===== src/rtl/button_event_decoder_pkg.sv =====
// ---------------------------------------------------------------------------
// button_event_pkg
//   Shared types and constants for the button event decoder.
//   - state_t : decoder FSM states
//   - event_t : sticky last-event code presented to the menu logic
//   - SIM_*   : short tick counts used when SIMULACION = 1
//   - cnt_width / max3 : helpers that size the single shared counter
// ---------------------------------------------------------------------------
package button_event_pkg;

    typedef enum logic [2:0] {
        IDLE  = 3'd0,
        HELD  = 3'd1,
        WAIT2 = 3'd2,
        HELD2 = 3'd3,
        LONG  = 3'd4
    } state_t;

    typedef enum logic [1:0] {
        EV_NONE   = 2'd0,
        EV_SHORT  = 2'd1,
        EV_LONG   = 2'd2,
        EV_DOUBLE = 2'd3
    } event_t;

    localparam int unsigned SIM_LONG_TICKS   = 8;
    localparam int unsigned SIM_DOUBLE_TICKS = 4;
    localparam int unsigned SIM_REPEAT_TICKS = 3;

    function automatic int unsigned max3(input int unsigned a,
                                         input int unsigned b,
                                         input int unsigned c);
        int unsigned m;
        m = a;
        if (b > m) m = b;
        if (c > m) m = c;
        return m;
    endfunction

    // The counter only ever reaches (ticks - 1), so $clog2(ticks) bits suffice.
    function automatic int unsigned cnt_width(input int unsigned ticks);
        return (ticks <= 1) ? 1 : $clog2(ticks);
    endfunction

endpackage


===== src/rtl/button_event_decoder.sv =====
// ---------------------------------------------------------------------------
// button_event_decoder
//   Turns debounced press/release strobes from one button into user events:
//   short press, long press, double click and auto-repeat while long-held.
//   One FSM and one shared tick counter; all outputs registered.
//
// Parameters
//   CLK_HZ     system clock frequency in Hz
//   SIMULACION 1 selects short tick counts (8 / 4 / 3)
//   LONG_MS    hold time that qualifies a long press
//   DOUBLE_MS  max release-to-second-press gap for a double click
//   REPEAT_MS  auto-repeat period after a long press
//
// Ports
//   clk            system clock
//   reset          asynchronous, active-high
//   press_pulse    one-cycle strobe on debounced press
//   release_pulse  one-cycle strobe on debounced release
//   short_press    one-cycle pulse: single short press confirmed
//   long_press     one-cycle pulse: hold reached long threshold
//   double_click   one-cycle pulse: second press inside double window
//   repeat_pulse   one-cycle pulse every repeat period while long-held
//   last_event     sticky code of most recent event (0/1/2/3)
//   dbg_state      current FSM state, for observation only
//
// Handshake: press_pulse / release_pulse are single-cycle strobes with no
// back-pressure; every strobe is consumed on the edge it is sampled. A cycle
// carrying both strobes is illegal upstream and is treated as carrying none.
// ---------------------------------------------------------------------------
module button_event_decoder
    import button_event_pkg::*;
#(
    parameter int unsigned CLK_HZ     = 16_000_000,
    parameter bit          SIMULACION = 1'b0,
    parameter int unsigned LONG_MS    = 800,
    parameter int unsigned DOUBLE_MS  = 300,
    parameter int unsigned REPEAT_MS  = 150
) (
    input  logic       clk,
    input  logic       reset,
    input  logic       press_pulse,
    input  logic       release_pulse,
    output logic       short_press,
    output logic       long_press,
    output logic       double_click,
    output logic       repeat_pulse,
    output logic [1:0] last_event,
    output state_t     dbg_state
);

    localparam int unsigned TICKS_PER_MS = CLK_HZ / 1000;

    localparam int unsigned LONG_TICKS   = SIMULACION ? SIM_LONG_TICKS
                                                      : TICKS_PER_MS * LONG_MS;
    localparam int unsigned DOUBLE_TICKS = SIMULACION ? SIM_DOUBLE_TICKS
                                                      : TICKS_PER_MS * DOUBLE_MS;
    localparam int unsigned REPEAT_TICKS = SIMULACION ? SIM_REPEAT_TICKS
                                                      : TICKS_PER_MS * REPEAT_MS;

    localparam int unsigned CNT_W = cnt_width(max3(LONG_TICKS, DOUBLE_TICKS, REPEAT_TICKS));

    localparam logic [CNT_W-1:0] LONG_LAST   = CNT_W'(LONG_TICKS - 1);
    localparam logic [CNT_W-1:0] DOUBLE_LAST = CNT_W'(DOUBLE_TICKS - 1);
    localparam logic [CNT_W-1:0] REPEAT_LAST = CNT_W'(REPEAT_TICKS - 1);
    localparam logic [CNT_W-1:0] CNT_ONE     = CNT_W'(1);

    state_t           r_state;
    logic [CNT_W-1:0] r_cnt;
    logic             r_short;
    logic             r_long;
    logic             r_double;
    logic             r_repeat;
    event_t           r_last;

    // Both strobes in one cycle is an upstream fault: mask it to "no event".
    logic w_press;
    logic w_release;
    assign w_press   = press_pulse   & ~release_pulse;
    assign w_release = release_pulse & ~press_pulse;

    always_ff @(posedge clk or posedge reset) begin
        if (reset) begin
            r_state  <= IDLE;
            r_cnt    <= '0;
            r_short  <= 1'b0;
            r_long   <= 1'b0;
            r_double <= 1'b0;
            r_repeat <= 1'b0;
            r_last   <= EV_NONE;
        end else begin
            // Event pulses live for exactly one cycle.
            r_short  <= 1'b0;
            r_long   <= 1'b0;
            r_double <= 1'b0;
            r_repeat <= 1'b0;

            case (r_state)
                IDLE: begin
                    if (w_press) begin
                        r_state <= HELD;
                        r_cnt   <= '0;
                    end
                end

                // Release is checked first so it wins over the long timeout.
                HELD: begin
                    if (w_release) begin
                        r_state <= WAIT2;
                        r_cnt   <= '0;
                    end else if (r_cnt == LONG_LAST) begin
                        r_state <= LONG;
                        r_cnt   <= '0;
                        r_long  <= 1'b1;
                        r_last  <= EV_LONG;
                    end else begin
                        r_cnt <= r_cnt + CNT_ONE;
                    end
                end

                // Press is checked first so it wins over the double timeout.
                WAIT2: begin
                    if (w_press) begin
                        r_state  <= HELD2;
                        r_cnt    <= '0;
                        r_double <= 1'b1;
                        r_last   <= EV_DOUBLE;
                    end else if (r_cnt == DOUBLE_LAST) begin
                        r_state <= IDLE;
                        r_cnt   <= '0;
                        r_short <= 1'b1;
                        r_last  <= EV_SHORT;
                    end else begin
                        r_cnt <= r_cnt + CNT_ONE;
                    end
                end

                // Hold after a double click is untimed: never becomes a long press.
                HELD2: begin
                    if (w_release) begin
                        r_state <= IDLE;
                        r_cnt   <= '0;
                    end
                end

                LONG: begin
                    if (w_release) begin
                        r_state <= IDLE;
                        r_cnt   <= '0;
                    end else if (r_cnt == REPEAT_LAST) begin
                        r_cnt    <= '0;
                        r_repeat <= 1'b1;
                        r_last   <= EV_LONG;
                    end else begin
                        r_cnt <= r_cnt + CNT_ONE;
                    end
                end

                default: begin
                    r_state <= IDLE;
                    r_cnt   <= '0;
                end
            endcase
        end
    end

    assign short_press  = r_short;
    assign long_press   = r_long;
    assign double_click = r_double;
    assign repeat_pulse = r_repeat;
    assign last_event   = r_last;
    assign dbg_state    = r_state;

endmodule


===== config.mk =====
export PLATFORM = sky130hd
export DESIGN_NAME = button_event_decoder
export DESIGN_NICKNAME = d
export VERILOG_FILES = /design/src/rtl/button_event_decoder_pkg.sv /design/src/rtl/button_event_decoder.sv
export SDC_FILE = /design/constraint.sdc
export NUM_CORES = 1
export LEC_CHECK = 0
export ABC_CLOCK_PERIOD_IN_PS = 3400
export CAP_MARGIN = 0
export CORE_ASPECT_RATIO = 0.8
export CORE_MARGIN = 1.5
export CORE_UTILIZATION = 35
export DETAILED_ROUTE_END_ITERATION = 8
export GPL_ROUTABILITY_DRIVEN = 0
export SETUP_SLACK_MARGIN = 0.02
export SLEW_MARGIN = 15
export SYNTH_ARGS = -nofsm -noshare
export SYNTH_HDL_FRONTEND = slang
export SYNTH_SLANG_ARGS = --single-unit

===== constraint.sdc =====
create_clock -name clk -period 3.4 [get_ports clk]
set_input_delay 0.68 -clock clk [delete_from_list [all_inputs] [get_ports clk]]
set_output_delay 0.68 -clock clk [all_outputs]
set_load 0.01 [all_outputs]

; ---- Word level (Yosys, flattened, before mapping)
; Index checks and enable logic that the tools add are counted.
[classes]
add_sub_neg = 1
eq_ne = 16
mux = 34
bitwise = 4
n_reduce_logical = 6
[op_table]
columns = op, n
row1 = two-way mux 24 bit, 8
row2 = one-hot mux 24 bit (5 select lines), 1
row3 = adder 24 x 1 -> 24 bit (second input constant), 1
row4 = == test 24 x 22 -> 1 bit (second input constant), 1
row5 = == test 24 x 23 -> 1 bit (second input constant), 1
row6 = == test 24 bit (second input constant), 1
row7 = two-way mux 3 bit, 6
row8 = two-way mux 2 bit, 6
row9 = != test 2 bit (second input constant), 6
row10 = one-hot mux 3 bit (4 select lines), 1
row11 = two-way mux 1 bit, 11
row12 = == test 3 x 2 -> 1 bit (second input constant), 2
row13 = != test 3 bit (second input constant), 2
row14 = one-hot mux 2 bit (3 select lines), 1
row15 = AND reduction 6 bit, 1
row16 = AND reduction 4 bit, 1
row17 = == test 3 x 1 -> 1 bit (second input constant), 1
row18 = == test 3 bit (second input constant), 1
row19 = logical NOT 3 bit, 1
row20 = nonzero test 3 bit, 1
row21 = bitwise AND 1 bit, 2
row22 = != test 2 x 1 -> 1 bit (second input constant), 1
row23 = NOT 1 bit, 2
row24 = AND reduction 2 bit, 1
row25 = OR reduction 2 bit, 1
[word_totals]
regBits = 33
inputBits = 4
output_inout_bits = 9
word_cells = 68

; ---- Longest topological paths before layout
; Gate-level depths: netlist of run 1.
[depth]
word_depth = 4
ltp_mapped = 7
depth_no_buf = 6

; ---- Worst setup path after synthesis of run 1
; No wires, ideal clock.
[synth_path]
path_kind = reg2reg
start = register r_cnt[14]
end = register r_cnt[10]
setup_time_ns = 0.137
t_arrival_ns = 2.253
required_time_ns = 3.263
path_slack_ns = 1.010
stages_incl_launch_ff = 7
path_buffers = 1
period_less_slack_ns = 2.390
cell_sequence = dfrtp_1 > or3_1 > or4_4 > or3_4 > a211oi_4 > buf_6 > a21oi_1
[synth_via]
elab_chain_cells = 4
elab_cells_between_ends = 10
classes_between = eq/ne (3) / mux (7)
[synth_lines]
columns = item, line_no
row1 = from (decl), button_event_decoder.sv:68  ; logic [CNT_W-1:0] r_cnt;
row2 = from (signal assigned), button_event_decoder.sv:116  ; r_cnt <= r_cnt + CNT_ONE;
row3 = from (signal assigned), button_event_decoder.sv:133  ; r_cnt <= r_cnt + CNT_ONE;
row4 = from (signal assigned), button_event_decoder.sv:154  ; r_cnt <= r_cnt + CNT_ONE;
row5 = "== test 24 x 22 -> 1 bit, or another cell as far along", button_event_decoder.sv:149  ; end else if (r_cnt == REPEAT_LAST) begin
row6 = "two-way mux 24 bit, on equally long branches", "button_event_decoder.sv:149, button_event_decoder.sv:110, button_event_decoder.sv:127"
row7 = "two-way mux 24 bit, on equally long branches", "button_event_decoder.sv:146, button_event_decoder.sv:107, button_event_decoder.sv:122"
row8 = one-hot mux 24 bit (5 select lines) *, button_event_decoder.sv:97  ; case (r_state)
; Every way passes the cells marked *; elsewhere a longest branch is shown, timed or not.
; A chain may end at the register's enable or synchronous reset.

; ---- Worst setup path in the final report of run 1
[layout_path]
start = register r_cnt[18]
end = register r_cnt[13]
; Same word-level chain as after synthesis.

==> results.md, run 1 <==
* Status: finished with violations
* Failing checks: design-rule violations
* Syn Std Cell Area at 1900 um^2
* Worst hold path class: flip-flop to flip-flop
* IO buf count at 12
* Register bit total from synthesis at 33
* Power per Cell Area at ~530 nW/um^2
* Ratio of cells with drive above 1 in the final layout at under 10%
* Clock buffer depth at 2
* Slew Viols, Final at 0
* Initial detailed-routing violation count at 138
* Achievable frequency at 378 MHz
* Max H-tree Level at 2
* FP Rows at 23
* Fill cells at 517
* Ys async rst share at 100%
* Core Util, Final at 41.8%
* Nets at 215
* Vias at 1,573
* Critical Path AT at 2.79 ns
* CTS tree: built
* GRT Overall Usage at 16.4%
* Multi-input logic area at 977 um^2
* Die Wd at 85.3 um
* I/O Pins at 13
* Yosys Warn Count at 0
* Global-route wire length before repair at 7380 um
* Num CTS Buffers at 5
* Die ar. at 5870 um^2
* Hold Buf Count CTS at 0
* Sequential standard cell area at approximately 830 um^2
* Top-area cell type share of the netlist area at between 40% and 50%
* Clk sinks at 33
* Post-DP Area at 2050 um^2
* Drt first pass iters at 6
* Synth Instances at 200
* R2R setup slack at 0.75 ns
* Minimum clock period at 2.65 ns
* Setup Fix Bufs, Post-CTS at 0
* Clk Latency, worst-skew pair at 0.28 ns
* Max Cap Viol at 0
* Routed Wire Length at 4350 um
* Final hold viol count at 0
* Vias in the first global route at about 1,500
* Leak at roughly 0.85 nW
* Via density per instance at 5.78
* Yosys top cell by area: dfrtp_1
* Die Y at 68.8 um
* Antenna Cells at 0
* R2R depth at 6
* Core area at 5120 um^2
* Period utilisation layout at 77.9%
* RSZ-0062 raised after global routing: no
* Drt wl/cell at 16.0 um
* # DRC at 4
* Design Area, Final at 2140 um^2
* Root Driver: clkbuf_8
* Clk slew on worst S/H paths at 0.07 ns
* Setup violations, final at 0
* Synth unique cells at 43
* Critical Path RT at 3.54 ns
* Crit-path max FO at 24
* Seq/Total Area, Yosys at 43.5%
* Routed Antenna Nets at 0
* Syn Nets at 205
* CTS resizes at 0
* Area contributors post-synth: dfrtp_1, xor2_1, a21oi_1, o2111ai_1, nor4_1
* Crit end category: flip-flop
* CP Class: flip-flop to flip-flop
* Initial antenna violation count at 0
* Synth-to-Final Area Change at 12.8%
* Startpoint types: flip-flop
* Most common flop cell mapped by yosys: dfrtp_1
* DP Wirelength at 2850 um
* Setup tns final at 0 ns
* Max rail drop VDD at roughly 0.00026 V
* Clock skew at 0.00216 ns
* Largest net degree at the start of global routing at 34
* Relative slew margins at 47.1%
* Initial Utilization at between 30 and 40%
* Hold path depth at 1
* Mean Syn Cell Area at 9.48 um^2
* Worst Max-Slew Pin Slew at about 0.79 ns
* EDFF count, synth at 0
* Total gr overflow at 0
-- registers in the layout (all words and copies together), names as in the netlist --
name / cells
last_event: 2
r_cnt: 24
short_press: 1
repeat_pulse: 1
double_click: 1
dbg_state: 3
long_press: 1
-- synth_stat cells (all sizes together), types with 2 or more instances --
library cell,instances
dfrtp,33
a21oi,26
xor2,19
clkbuf,10
nand2,10
nor2,10
o21ai,9
nor4,8
o2111ai,8
inv,6
o211ai,6
nand3,5
nor3,5
or3,5
and3,4
and4,4
nand4,4
buf,3
or4,3
a211oi,2
a22oi,2
nand3b,2
or2,2
-- routing by layer --
| metal | GRT usage [%] | wire [um] |
|---|---|---|
| met1 | 24.1 | 2350 |
| met2 | 23.6 | 1770 |
| met3 | 3.93 | 186 |
| met4 | 5.85 | 44 |
| met5 | 0 | 0 |
-- where the power goes --
| group | switching, mW | internal [mW] |
|---|---|---|
| logic | 0.238 | 0.117 |
| registers | 0.0483 | 0.422 |
| clock network | 0.140 | 0.161 |
| total | 0.427 | 0.699 |
-- final timing paths --
check / from / to
setup / recovery: r_cnt[18] / r_cnt[13]
hold / removal: last_event[0] / last_event[0]
setup reg to reg: r_cnt[18] / r_cnt[13]
hold reg to reg: last_event[0] / last_event[0]
max in group asynchronous: reset / r_cnt[1]
min in group asynchronous: reset / long_press
-- logic make-up (layout without fill, tap and decap cells) --
kind of cell | Yosys count | after routing | share of synthesized area, %
simple gates | 70 | 70 | 22.3
compound gates | 56 | 56 | 18.8
flops | 33 | 33 | 43.5
xor+xnor | 20 | 20 | 9.23
buf+inv | 19 | 29 | 4.95
fa+ha+maj | 1 | 1 | 0.660
mux | 1 | 1 | 0.528
-- layout by cell type (no fill, tap or decap), types with 4 or more instances in the layout --
master	count
a21oi_1	26
buf_4	4
clkbuf_8	6
clkdlybuf4s50_1	12
dfrtp_1	33
inv_1	6
nand2_1	10
nand3_1	5
nor2_1	10
nor3_1	5
nor4_1	8
o2111ai_1	8
o211ai_1	6
o21ai_0	9
or3_1	4
xor2_1	19
-- through the flow --
stage / power, mW / setup slack, ns / std cells / hold WS (ns)
detailed placement: 0.833 / 0.685 / 265 / 0.487
global route: 1.20 / 0.575 / 272 / 0.519
finish: 1.13 / 0.753 / 272 / 0.508
floorplan: 0.746 / 1.01 / 200 / 0.522
global placement: 0.826 / 0.740 / 265 / 0.488
CTS: 1.14 / 0.776 / 272 / 0.507
-- final cells by class --
type / instances / share of cell area [%]
multi-input cells: 148 / 45.7
flip-flops and latches: 33 / 38.6
repair buffers: 16 / 7.02
clock buffers: 7 / 4.04
well taps: 62 / 3.63
inverters: 6 / 1.05
-- worst max-delay path: stages, from the launching register on --
cell	delay (ns)
dfrtp_1	0.43
or4b_2	0.72
nor4_1	0.46
a21oi_1	0.22
a211oi_4	0.24
buf_4	0.30
a22oi_1	0.13
No activity file was read; power rests on OpenSTA's default activity.
==> inputs of run 2 (changes only) <==
--- a/config.mk
+++ b/config.mk
@@ -5,7 +5,7 @@
 export SDC_FILE = /design/constraint.sdc
 export NUM_CORES = 1
 export LEC_CHECK = 0
-export ABC_CLOCK_PERIOD_IN_PS = 3400
+export ABC_CLOCK_PERIOD_IN_PS = 2300
 export CAP_MARGIN = 0
 export CORE_ASPECT_RATIO = 0.8
 export CORE_MARGIN = 1.5
==> constraint.sdc (replaced) <==
create_clock -name clk -period 2.3 [get_ports clk]
set_input_delay 0.46 -clock clk [delete_from_list [all_inputs] [get_ports clk]]
set_output_delay 0.46 -clock clk [all_outputs]
set_load 0.01 [all_outputs]
==> run 2 against run 1 <==
  * The run ends with design-rule violations, negative setup slack left
  * Cell area grew 16%
  * Combinational power grew 110%
  * Fmax grew 14%
  * Largest cell class unchanged
  * Highest routed layer unchanged
==> results.md, run 2 (synthesis gave the netlist of run 1 again) <==
* Design Area, Final at 2480 um^2 (+16%)
* Relative slew margins at 66.8% (+20 points)
* Status: finished with violations
* FP Rows at 23 (unchanged)
* Initial detailed-routing violation count at 74 (-46%)
* Sequential standard cell area at 826 um^2 (unchanged)
* Synth-to-Final Area Change at 30.5%
* GRT Overall Usage at 18.0% (+1.6 points)
* Achievable frequency at 430 MHz (+14%)
* Num CTS Buffers at 5 (unchanged)
* Max reg flops at 24 (unchanged)
* I/O Pins at 13 (unchanged)
* Die ar. at 5870 um^2 (unchanged)
* DP Wirelength at 3200 um (+12%)
* Initial Utilization at 37.0% (unchanged)
* Crit-path max FO at 6 (-75%)
* # DRC at 3 (-1)
* Global-route wire length before repair at 8040 um (+8.9%)
* Routed Wire Length at 4740 um (+9.0%)
* Setup tns final at -0.112 ns (-0.112 ns)
* Multi-input logic area at 1020 um^2 (+4.5%)
* Ratio of cells with drive above 1 in the final layout at 25.7% (+16 points)
* Register with the most flip-flops: r_cnt
* Leak at 1.04 nW (+22%)
* Drt wl/cell at 15.4 um (-3.4%)
* Die Y at 68.8 um (unchanged)
* Clk sinks at 33 (unchanged)
* Largest net degree at the start of global routing at 34 (unchanged)
* Post-DP Area at 2280 um^2 (+11%)
* Core Util, Final at 48.3% (+6.6 points)
* Initial antenna violation count at 0 (unchanged)
* Period utilisation layout at 101% (+23 points)
* Startpoint types: flip-flop
* Vias at 1,693 (+7.6%)
* Total gr overflow at 0 (unchanged)
* Crit path setup slack, layout at -0.0233 ns (-0.776 ns)
* Power per Cell Area at 762 nW/um^2 (+45%)
* Routed Antenna Nets at 0 (unchanged)
* Final hold viol count at 0 (unchanged)
* Nets at 250 (+16%)
* Worst hold path class: flip-flop to flip-flop
* Critical Path RT at 2.44 ns (-1.10 ns)
* Clk Latency, worst-skew pair at 0.29 ns (about the same)
* Drt first pass iters at 6 (unchanged)
* Clk slew on worst S/H paths at 0.07 ns (about the same)
* Slew Viols, Final at 0 (unchanged)
* Via density per instance at 5.51 (-4.6%)
* Max Cap Viol at 0 (unchanged)
* Max H-tree Level at 2 (unchanged)
* CP Class: flip-flop to flip-flop
* Failing checks: design-rule violations, negative setup slack
* Core area at 5120 um^2 (unchanged)
* CTS tree: built
* Commonest non-fill, non-tap cells in the layout: dfrtp_1, buf_4, a21oi_1
* Die Wd at 85.3 um (unchanged)
* Vias in the first global route at 1,675 (+13%)
* Minimum clock period at 2.32 ns (-0.324 ns)
* RSZ-0062 raised after global routing: yes
* Antenna Cells at 0 (unchanged)
* IO buf count at 12 (unchanged)
* Root Driver: clkbuf_8
* Fill cells at 486 (-6.0%)
* Clock buffer depth at 2 (unchanged)
* Worst Max-Slew Pin Slew at 0.498 ns (-0.289 ns)
* Crit end category: flip-flop
* Commonest non-fill, non-tap cell in the layout: dfrtp_1
* Clock skew at 0.00717 ns (+0.00501 ns)
* Setup violations, final at 14 (+14)
* Max rail drop VDD at 0.000360 V (+40%)
* Total power at 1.89 mW (+68%)
* Critical Path AT at 2.47 ns (-0.32 ns)
* Hold WS at 0.500 ns (-0.00784 ns)
[run 2: cell types whose count changed in the layout (fill, tap and decap cells not counted), moves of 3 or more]
cell,previous run,this run
buf_4,4,32
buf_6,0,6
a21oi_1,26,23
a21oi_2,0,3
nor4_1,8,5
nor4_2,0,3
[run 2: critical path, stage by stage (launching register included)]
cell,delay (ns)
dfrtp_1,0.39
buf_6,0.12
or2b_1,0.21
or4_4,0.51
or3_4,0.35
a211oi_4,0.24
buf_6,0.16
buf_6,0.13
a22oi_1,0.08
[run 2: path summary, 6_finish.rpt]
kind	slack [ns]	cells after the start	endpoint	from
worst max-delay path	-0.02	8	r_cnt[11]	r_cnt[20]
worst min-delay path	0.50	1	last_event[0]	last_event[0]
worst max register to register	-0.02	8	r_cnt[11]	r_cnt[20]
worst min register to register	0.50	1	last_event[0]	last_event[0]
max in group asynchronous	1.44	3	r_cnt[9]	reset
min in group asynchronous	0.56	3	r_cnt[16]	reset
[run 2: cell type report]
| cell class | count | share of cell area [%] |
|---|---|---|
| inverters | 6 | 0.910 |
| flip-flops and latches | 33 | 33.4 |
| well taps | 62 | 3.13 |
| clock buffers | 7 | 3.49 |
| multi-input cells | 148 | 41.2 |
| repair buffers | 51 | 17.9 |
[run 2: report_power, final]
part / internal [mW] / switching [mW]
Sequential: 0.623 / 0.0549
Combinational: 0.315 / 0.446
Clock: 0.237 / 0.209
Total: 1.18 / 0.710
[run 2: timing repair]
action | 4_1_cts | 5_1_grt
buffers inserted | 2 | 1
cloned | 2 | 0
hold buffers | 0 | 0
setup endpoints to repair | 24 | 24
gates resized for setup | 12 | 7
pin swaps | 3 | 2
[run 2: metal layers]
metal  global-route usage, %  part of all wire (%)  vias up
li1                        -                     -      830
met2                    29.1                    43       34
met3                    4.05                   4.0        7
met5                       0                     0        -
met4                    6.25                   1.5        0
met1                    24.3                    51      822
[run 2: metrics by stage]
stage                     cells  worst slack (ns)
after global placement      295           -0.0124
after global routing        307           -0.0636
after floorplan             200          -0.00366
after detailed placement    295           -0.0730
after CTS                   306           -0.0136
final                       307           -0.0233
